==> src/rtl/softmax_class_decision_pkg.sv <==
// Shared definitions for the softmax stage and its class-decision consumer.
package softmax_pkg;

  localparam int unsigned SOFTMAX_NUM_CLASSES = 128;
  localparam int unsigned SOFTMAX_ACTIV_BITS  = 8;
  localparam int unsigned SOFTMAX_IDX_BITS    = 7;

  typedef enum logic [1:0] {
    ST_IDLE = 2'd0,
    ST_SCAN = 2'd1,
    ST_DONE = 2'd2
  } state_t;

endpackage

==> src/rtl/softmax_class_decision_if.sv <==
// Vector-in / result-out handshake bundle for the class-decision block.
interface softmax_class_decision_if
  import softmax_pkg::*;
#(
  parameter int unsigned NUM_CLASSES = SOFTMAX_NUM_CLASSES,
  parameter int unsigned ACTIV_BITS  = SOFTMAX_ACTIV_BITS,
  parameter int unsigned IDX_BITS    = SOFTMAX_IDX_BITS
) ();

  logic [NUM_CLASSES*ACTIV_BITS-1:0] data_in;
  logic                              data_valid;
  logic [ACTIV_BITS-1:0]             threshold;
  logic                              in_ready;
  logic                              overrun;
  logic [IDX_BITS-1:0]               class_idx;
  logic [ACTIV_BITS-1:0]             class_prob;
  logic                              detected;
  logic                              result_valid;
  logic                              result_ready;

  modport master (
    output data_in, data_valid, threshold, result_ready,
    input  in_ready, overrun, class_idx, class_prob, detected, result_valid
  );

  modport slave (
    input  data_in, data_valid, threshold, result_ready,
    output in_ready, overrun, class_idx, class_prob, detected, result_valid
  );

endinterface

==> src/rtl/softmax_class_decision_argmax_step.sv <==
// One argmax compare step: strict greater-than keeps the lowest index on ties.
module argmax_step
  import softmax_pkg::*;
#(
  parameter int unsigned ACTIV_BITS = SOFTMAX_ACTIV_BITS,
  parameter int unsigned IDX_BITS   = SOFTMAX_IDX_BITS
) (
  input  logic [ACTIV_BITS-1:0] elem,
  input  logic [IDX_BITS-1:0]   elem_idx,
  input  logic [ACTIV_BITS-1:0] cur_max,
  input  logic [IDX_BITS-1:0]   cur_idx,
  output logic [ACTIV_BITS-1:0] nxt_max,
  output logic [IDX_BITS-1:0]   nxt_idx
);

  // Take the new element only when it beats the running max.
  always_comb begin
    nxt_max = cur_max;
    nxt_idx = cur_idx;
    if (elem > cur_max) begin
      nxt_max = elem;
      nxt_idx = elem_idx;
    end
  end

endmodule

==> src/rtl/softmax_class_decision.sv <==
// Captures a probability vector, scans it one element per cycle for the
// argmax, and presents index/probability/detect through a valid/ready result.
module softmax_class_decision
  import softmax_pkg::*;
#(
  parameter int unsigned NUM_CLASSES = SOFTMAX_NUM_CLASSES,
  parameter int unsigned ACTIV_BITS  = SOFTMAX_ACTIV_BITS,
  parameter int unsigned IDX_BITS    = SOFTMAX_IDX_BITS
) (
  input  logic                     clk,
  input  logic                     rst_n,
  softmax_class_decision_if.slave  bus
);

  localparam logic [IDX_BITS-1:0] LAST_IDX = IDX_BITS'(NUM_CLASSES - 1);

  state_t                            state_q, state_d;
  logic [NUM_CLASSES*ACTIV_BITS-1:0] vec_q;
  logic [ACTIV_BITS-1:0]             thr_q;
  logic [IDX_BITS-1:0]               cnt_q;
  logic [ACTIV_BITS-1:0]             max_q;
  logic [IDX_BITS-1:0]               max_idx_q;

  logic                              capture, scan_last, xfer;
  logic [ACTIV_BITS-1:0]             elem;
  logic [ACTIV_BITS-1:0]             nxt_max;
  logic [IDX_BITS-1:0]               nxt_idx;

  assign elem        = vec_q[32'(cnt_q) * ACTIV_BITS +: ACTIV_BITS];
  assign bus.in_ready = (state_q == ST_IDLE);

  argmax_step #(
    .ACTIV_BITS (ACTIV_BITS),
    .IDX_BITS   (IDX_BITS)
  ) u_step (
    .elem     (elem),
    .elem_idx (cnt_q),
    .cur_max  (max_q),
    .cur_idx  (max_idx_q),
    .nxt_max  (nxt_max),
    .nxt_idx  (nxt_idx)
  );

  // Next-state and per-cycle control strobes.
  always_comb begin
    state_d   = state_q;
    capture   = 1'b0;
    scan_last = 1'b0;
    xfer      = 1'b0;
    case (state_q)
      ST_IDLE: begin
        if (bus.data_valid) begin
          capture = 1'b1;
          state_d = ST_SCAN;
        end
      end
      ST_SCAN: begin
        if (cnt_q == LAST_IDX) begin
          scan_last = 1'b1;
          state_d   = ST_DONE;
        end
      end
      ST_DONE: begin
        if (bus.result_ready) begin
          xfer    = 1'b1;
          state_d = ST_IDLE;
        end
      end
      default: state_d = ST_IDLE;
    endcase
  end

  // State register.
  always_ff @(posedge clk or negedge rst_n) begin
    if (!rst_n) state_q <= ST_IDLE;
    else        state_q <= state_d;
  end

  // Capture register, scan counter and running max.
  always_ff @(posedge clk or negedge rst_n) begin
    if (!rst_n) begin
      vec_q     <= '0;
      thr_q     <= '0;
      cnt_q     <= '0;
      max_q     <= '0;
      max_idx_q <= '0;
    end else if (capture) begin
      vec_q     <= bus.data_in;
      thr_q     <= bus.threshold;
      cnt_q     <= '0;
      max_q     <= '0;
      max_idx_q <= '0;
    end else if (state_q == ST_SCAN) begin
      max_q     <= nxt_max;
      max_idx_q <= nxt_idx;
      // Counter parks on the last index so it never wraps.
      if (!scan_last) cnt_q <= cnt_q + IDX_BITS'(1);
    end
  end

  // Result registers (loaded from the final compare) and overrun pulse.
  always_ff @(posedge clk or negedge rst_n) begin
    if (!rst_n) begin
      bus.class_idx    <= '0;
      bus.class_prob   <= '0;
      bus.detected     <= 1'b0;
      bus.result_valid <= 1'b0;
      bus.overrun      <= 1'b0;
    end else begin
      bus.overrun <= bus.data_valid && (state_q != ST_IDLE);
      if (scan_last) begin
        bus.class_idx    <= nxt_idx;
        bus.class_prob   <= nxt_max;
        bus.detected     <= (nxt_max >= thr_q);
        bus.result_valid <= 1'b1;
      end else if (xfer) begin
        bus.result_valid <= 1'b0;
      end
    end
  end

endmodule
==> src/flat_wrapper.sv <==
// flat-port wrapper written by rule: the top's interface ports become plain ports
module softmax_class_decision_flat import softmax_pkg::*;
#(
  parameter int unsigned NUM_CLASSES = SOFTMAX_NUM_CLASSES,
  parameter int unsigned ACTIV_BITS  = SOFTMAX_ACTIV_BITS,
  parameter int unsigned IDX_BITS    = SOFTMAX_IDX_BITS
)
  (clk, rst_n, bus_data_in, bus_data_valid, bus_threshold, bus_result_ready, bus_in_ready, bus_overrun, bus_class_idx, bus_class_prob, bus_detected, bus_result_valid);
  softmax_class_decision_if #(.NUM_CLASSES(NUM_CLASSES), .ACTIV_BITS(ACTIV_BITS), .IDX_BITS(IDX_BITS)) bus_i ();
  input  logic clk;
  input  logic rst_n;
  input wire logic [$bits(bus_i.data_in)-1:0] bus_data_in;
  input wire logic [$bits(bus_i.data_valid)-1:0] bus_data_valid;
  input wire logic [$bits(bus_i.threshold)-1:0] bus_threshold;
  input wire logic [$bits(bus_i.result_ready)-1:0] bus_result_ready;
  output wire logic [$bits(bus_i.in_ready)-1:0] bus_in_ready;
  output wire logic [$bits(bus_i.overrun)-1:0] bus_overrun;
  output wire logic [$bits(bus_i.class_idx)-1:0] bus_class_idx;
  output wire logic [$bits(bus_i.class_prob)-1:0] bus_class_prob;
  output wire logic [$bits(bus_i.detected)-1:0] bus_detected;
  output wire logic [$bits(bus_i.result_valid)-1:0] bus_result_valid;
  assign bus_i.data_in = bus_data_in;
  assign bus_i.data_valid = bus_data_valid;
  assign bus_i.threshold = bus_threshold;
  assign bus_i.result_ready = bus_result_ready;
  assign bus_in_ready = bus_i.in_ready;
  assign bus_overrun = bus_i.overrun;
  assign bus_class_idx = bus_i.class_idx;
  assign bus_class_prob = bus_i.class_prob;
  assign bus_detected = bus_i.detected;
  assign bus_result_valid = bus_i.result_valid;
  softmax_class_decision #(.NUM_CLASSES(NUM_CLASSES), .ACTIV_BITS(ACTIV_BITS), .IDX_BITS(IDX_BITS)) u_core (.clk(clk), .rst_n(rst_n), .bus(bus_i));
endmodule
==> config.mk <==
export PLATFORM = sky130hd
export DESIGN_NAME = softmax_class_decision_flat
export DESIGN_NICKNAME = d
export VERILOG_FILES = /design/src/rtl/softmax_class_decision_pkg.sv /design/src/rtl/softmax_class_decision_if.sv /design/src/rtl/softmax_class_decision_argmax_step.sv /design/src/rtl/softmax_class_decision.sv /design/src/flat_wrapper.sv
export SDC_FILE = /design/constraint.sdc
export NUM_CORES = 2
export LEC_CHECK = 0
export BUFFER_PORTS_ARGS = -buffer_cell sky130_fd_sc_hd__buf_4
export CAP_MARGIN = 20
export CELL_PAD_IN_SITES_DETAIL_PLACEMENT = 0
export CELL_PAD_IN_SITES_GLOBAL_PLACEMENT = 1
export CORE_AREA = 2 2 409 411
export DETAILED_ROUTE_END_ITERATION = 10
export DIE_AREA = 0 0 411 413
export PLACE_DENSITY_LB_ADDON = 0.1
export SYNTH_ARGS = -nofsm -noshare
export SYNTH_HDL_FRONTEND = slang
export SYNTH_SLANG_ARGS = --single-unit
==> constraint.sdc <==
create_clock -name clk -period 16.15 [get_ports clk]
set_clock_uncertainty 0.15 [all_clocks]
set_input_delay 0.8075 -clock clk [delete_from_list [all_inputs] [get_ports clk]]
set_output_delay 0.8075 -clock clk [all_outputs]
set_load 0.1 [all_outputs]
==> out/metrics.csv <==
metric;value;unit
grt.total_usage;26.2;%
final_util;38.0;%
outcome;completed;
ys_async_sr_fraction;100;%
grt_pass1_vias;43200;
multi_input_area;20500;sq um
drc;0;
synth_nets;6372;
port_buffers;1054;
wl_per_cell;26.5;um
crit_fanout;43;
crit_type;register to register;
syn_avg_cell_area;9.20;sq um
numCtsBuffers;134;
slew_viol_final;0;
min_period_over_period;50.8;%
dp.cells;8290;
clock_path_buffers;3;
total_leakage_power;32.7;nW
antenna_found_initial;12;
fin_tns_setup;0;ps
start_util;29.5;%
yosys_warnings;0;
cp-start-kind;register;
nFillCells;17300;
layout-drive-gt1-share;25.1;%
final_cells;8532;
power_density;184;nW/um^2
cts_resized;0;
root_buffer;clkbuf_16;
maxSlewHeadroom;23.7;%
syn-cell-area;48900;sq um
final_antenna_net_count;0;
clock_latency;750;ps
hp-class;input pin to register;
row_count;150;
die_h;413;um
rsz0062_at_grt;false;
place_hpwl;170;mm
drt-vias-per-instance;4.86;
design.core.area;166000;sq um
synth_seq_cells;1074;
most-common-layout-cells;3153 x nand2_1, 1098 x buf_4, 1068 x dfrtp_1;
worstMarginPinSlew;1140;ps
cts_sinks;1074;
seq_area_frac_synth;54.9;%
crit_arrival;8650;ps
setup_viol;0;
vias;41400;
regArea;26900;sq um
grt_max_degree;213;
synthCells;5319;
grt_pass1_wl;318;mm
vdd_ir_drop_max;0.000157;V
cap_viol_max_count;0;
die_x;411;um
synth_cell_types;60;
gp_congestion;0.847;
max_freq;122;MHz
cts_tree;done;
required;16600;ps
power;11.6;mW
final_nets;7277;
h-tree-depth;4;
dr.pass1.iters;7;
area_growth;28.9;%
clkTransAtPathRegs;60;ps
final_common_cell;nand2_1;
hold_viol_final;0;
synth-main-ff-cell;dfrtp_1;
io_pins;1055;
wirelength;226;mm
die_area;170000;sq um
synth_edf_count;0;
overflow;0;
crit_path_end_kind;register;
first_iter_violations;3122;
period_needed;8200;ps
worst paths after layout:
path | depth (start not counted) | end | startpoint | slack [ps]
max in group asynchronous | 6 | u_core.vec_q[124] | rst_n | 11640
min in group asynchronous | 2 | u_core.vec_q[902] | rst_n | 590
worst min register to register | 2 | u_core.vec_q[358] | u_core.vec_q[358] | 310
worst max-delay path | 22 | u_core.bus.detected | u_core.cnt_q[2] | 7950
worst min-delay path | 3 | u_core.vec_q[952] | bus_data_in[952] | 100
worst max register to register | 22 | u_core.bus.detected | u_core.cnt_q[2] | 7950
stage by stage:
stage          setup WS, ps  instance area, sq um  hold WS [ps]
2_1_floorplan         11010                 48900           288
3_3_place_gp           7890                 58700           301
3_5_place_dp           7910                 58700           305
4_1_cts                7890                 63000          46.2
5_1_grt                7510                 63100          59.0
6_report               7950                 63100          96.1
synth_stat cells, types with 11 or more instances:
master / count / share of area, %
nand2_1: 3154 / 24
dfrtp_1: 1074 / 55
clkbuf_1: 254 / 1.9
mux4_2: 201 / 9.3
mux2i_1: 70 / 1.4
mux2_2: 60 / 1.4
o22ai_1: 52 / 0.67
buf_2: 40 / 0.41
o21ai_0: 38 / 0.39
nor2_1: 35 / 0.27
a22oi_1: 28 / 0.43
a21oi_1: 23 / 0.24
nor3_1: 23 / 0.24
inv_1: 19 / 0.15
buf_1: 17 / 0.13
ha_1: 17 / 0.43
buf_6: 14 / 0.32
nand3_1: 14 / 0.14
a221oi_1: 13 / 0.23
a22o_1: 13 / 0.23
nor2b_1: 13 / 0.17
buf_4: 12 / 0.18
nand2b_1: 12 / 0.15
a2111oi_0: 11 / 0.20
a211oi_1: 11 / 0.17
o31ai_1: 11 / 0.17
timing repair:
action	4_1_cts	5_1_grt
hold buffers	1	0
hold endpoints to repair	78	0
buffers inserted	0	0
layer usage:
layer  vias up  global-route usage, %  part of all wire, %
met4        10                   8.24                  3.3
li1      19000                      -                    -
met1     21000                   34.2                   43
met5         -                      0                0.027
met2      1227                   44.6                   49
met3       279                   3.97                  4.6
sequential cells by signal, indices dropped and copies added, names as in the netlist:
| register | flops |
|---|---|
| u_core.state_q | 2 |
| u_core.bus.overrun | 1 |
| u_core.max_idx_q | 7 |
| u_core.bus.detected | 1 |
| u_core.bus.class_idx | 7 |
| u_core.vec_q | 1024 |
| u_core.max_q | 8 |
| u_core.bus.class_prob | 8 |
| u_core.thr_q | 8 |
| u_core.cnt_q | 7 |
| u_core.bus.result_valid | 1 |
power by group:
part	internal, mW	switching, mW
clock network	1.80	1.23
registers	3.66	0.675
logic	1.79	2.47
total	7.25	4.38
cells by family (layout without fill, tap and decap cells):
kind of cell / after synthesis / after routing / share of synthesized area [%]
adders and majority gates: 17 / 17 / 0.435
other: 0 / 4 / 0
DFF: 1074 / 1074 / 54.9
AOI/OAI and AO/OA: 255 / 255 / 3.69
buffers and inverters: 360 / 1365 / 3.24
xor gates and xnor gates: 5 / 5 / 0.0895
muxes: 331 / 331 / 12.1
and+or+nand+nor: 3277 / 3277 / 25.5
layout make-up:
cell class,instances,area share (%)
flip-flops and latches,1074,42.6
multi-input cells,3885,32.5
repair buffers,1109,13.4
clock buffers,207,6.39
well taps,2204,4.37
clock inverters,29,0.540
inverters,20,0.119
diodes,4,0.0159
critical path, stage by stage (launching register included):
cell,delay (ps)
dfrtp_4,730
buf_4,740
buf_4,690
nand2_1,770
o22ai_1,570
nor3_1,170
nor4_1,720
a22oi_1,310
ha_1,370
nor2b_1,130
o21a_1,120
o21a_1,110
o21bai_1,120
a21oi_1,600
mux2i_1,270
ha_1,240
nand2b_1,160
a21o_1,170
a21o_1,170
a21o_1,180
a211o_1,290
a21oi_1,120
o21ai_0,90
Note: power is estimated with default switching activity, not from simulation.
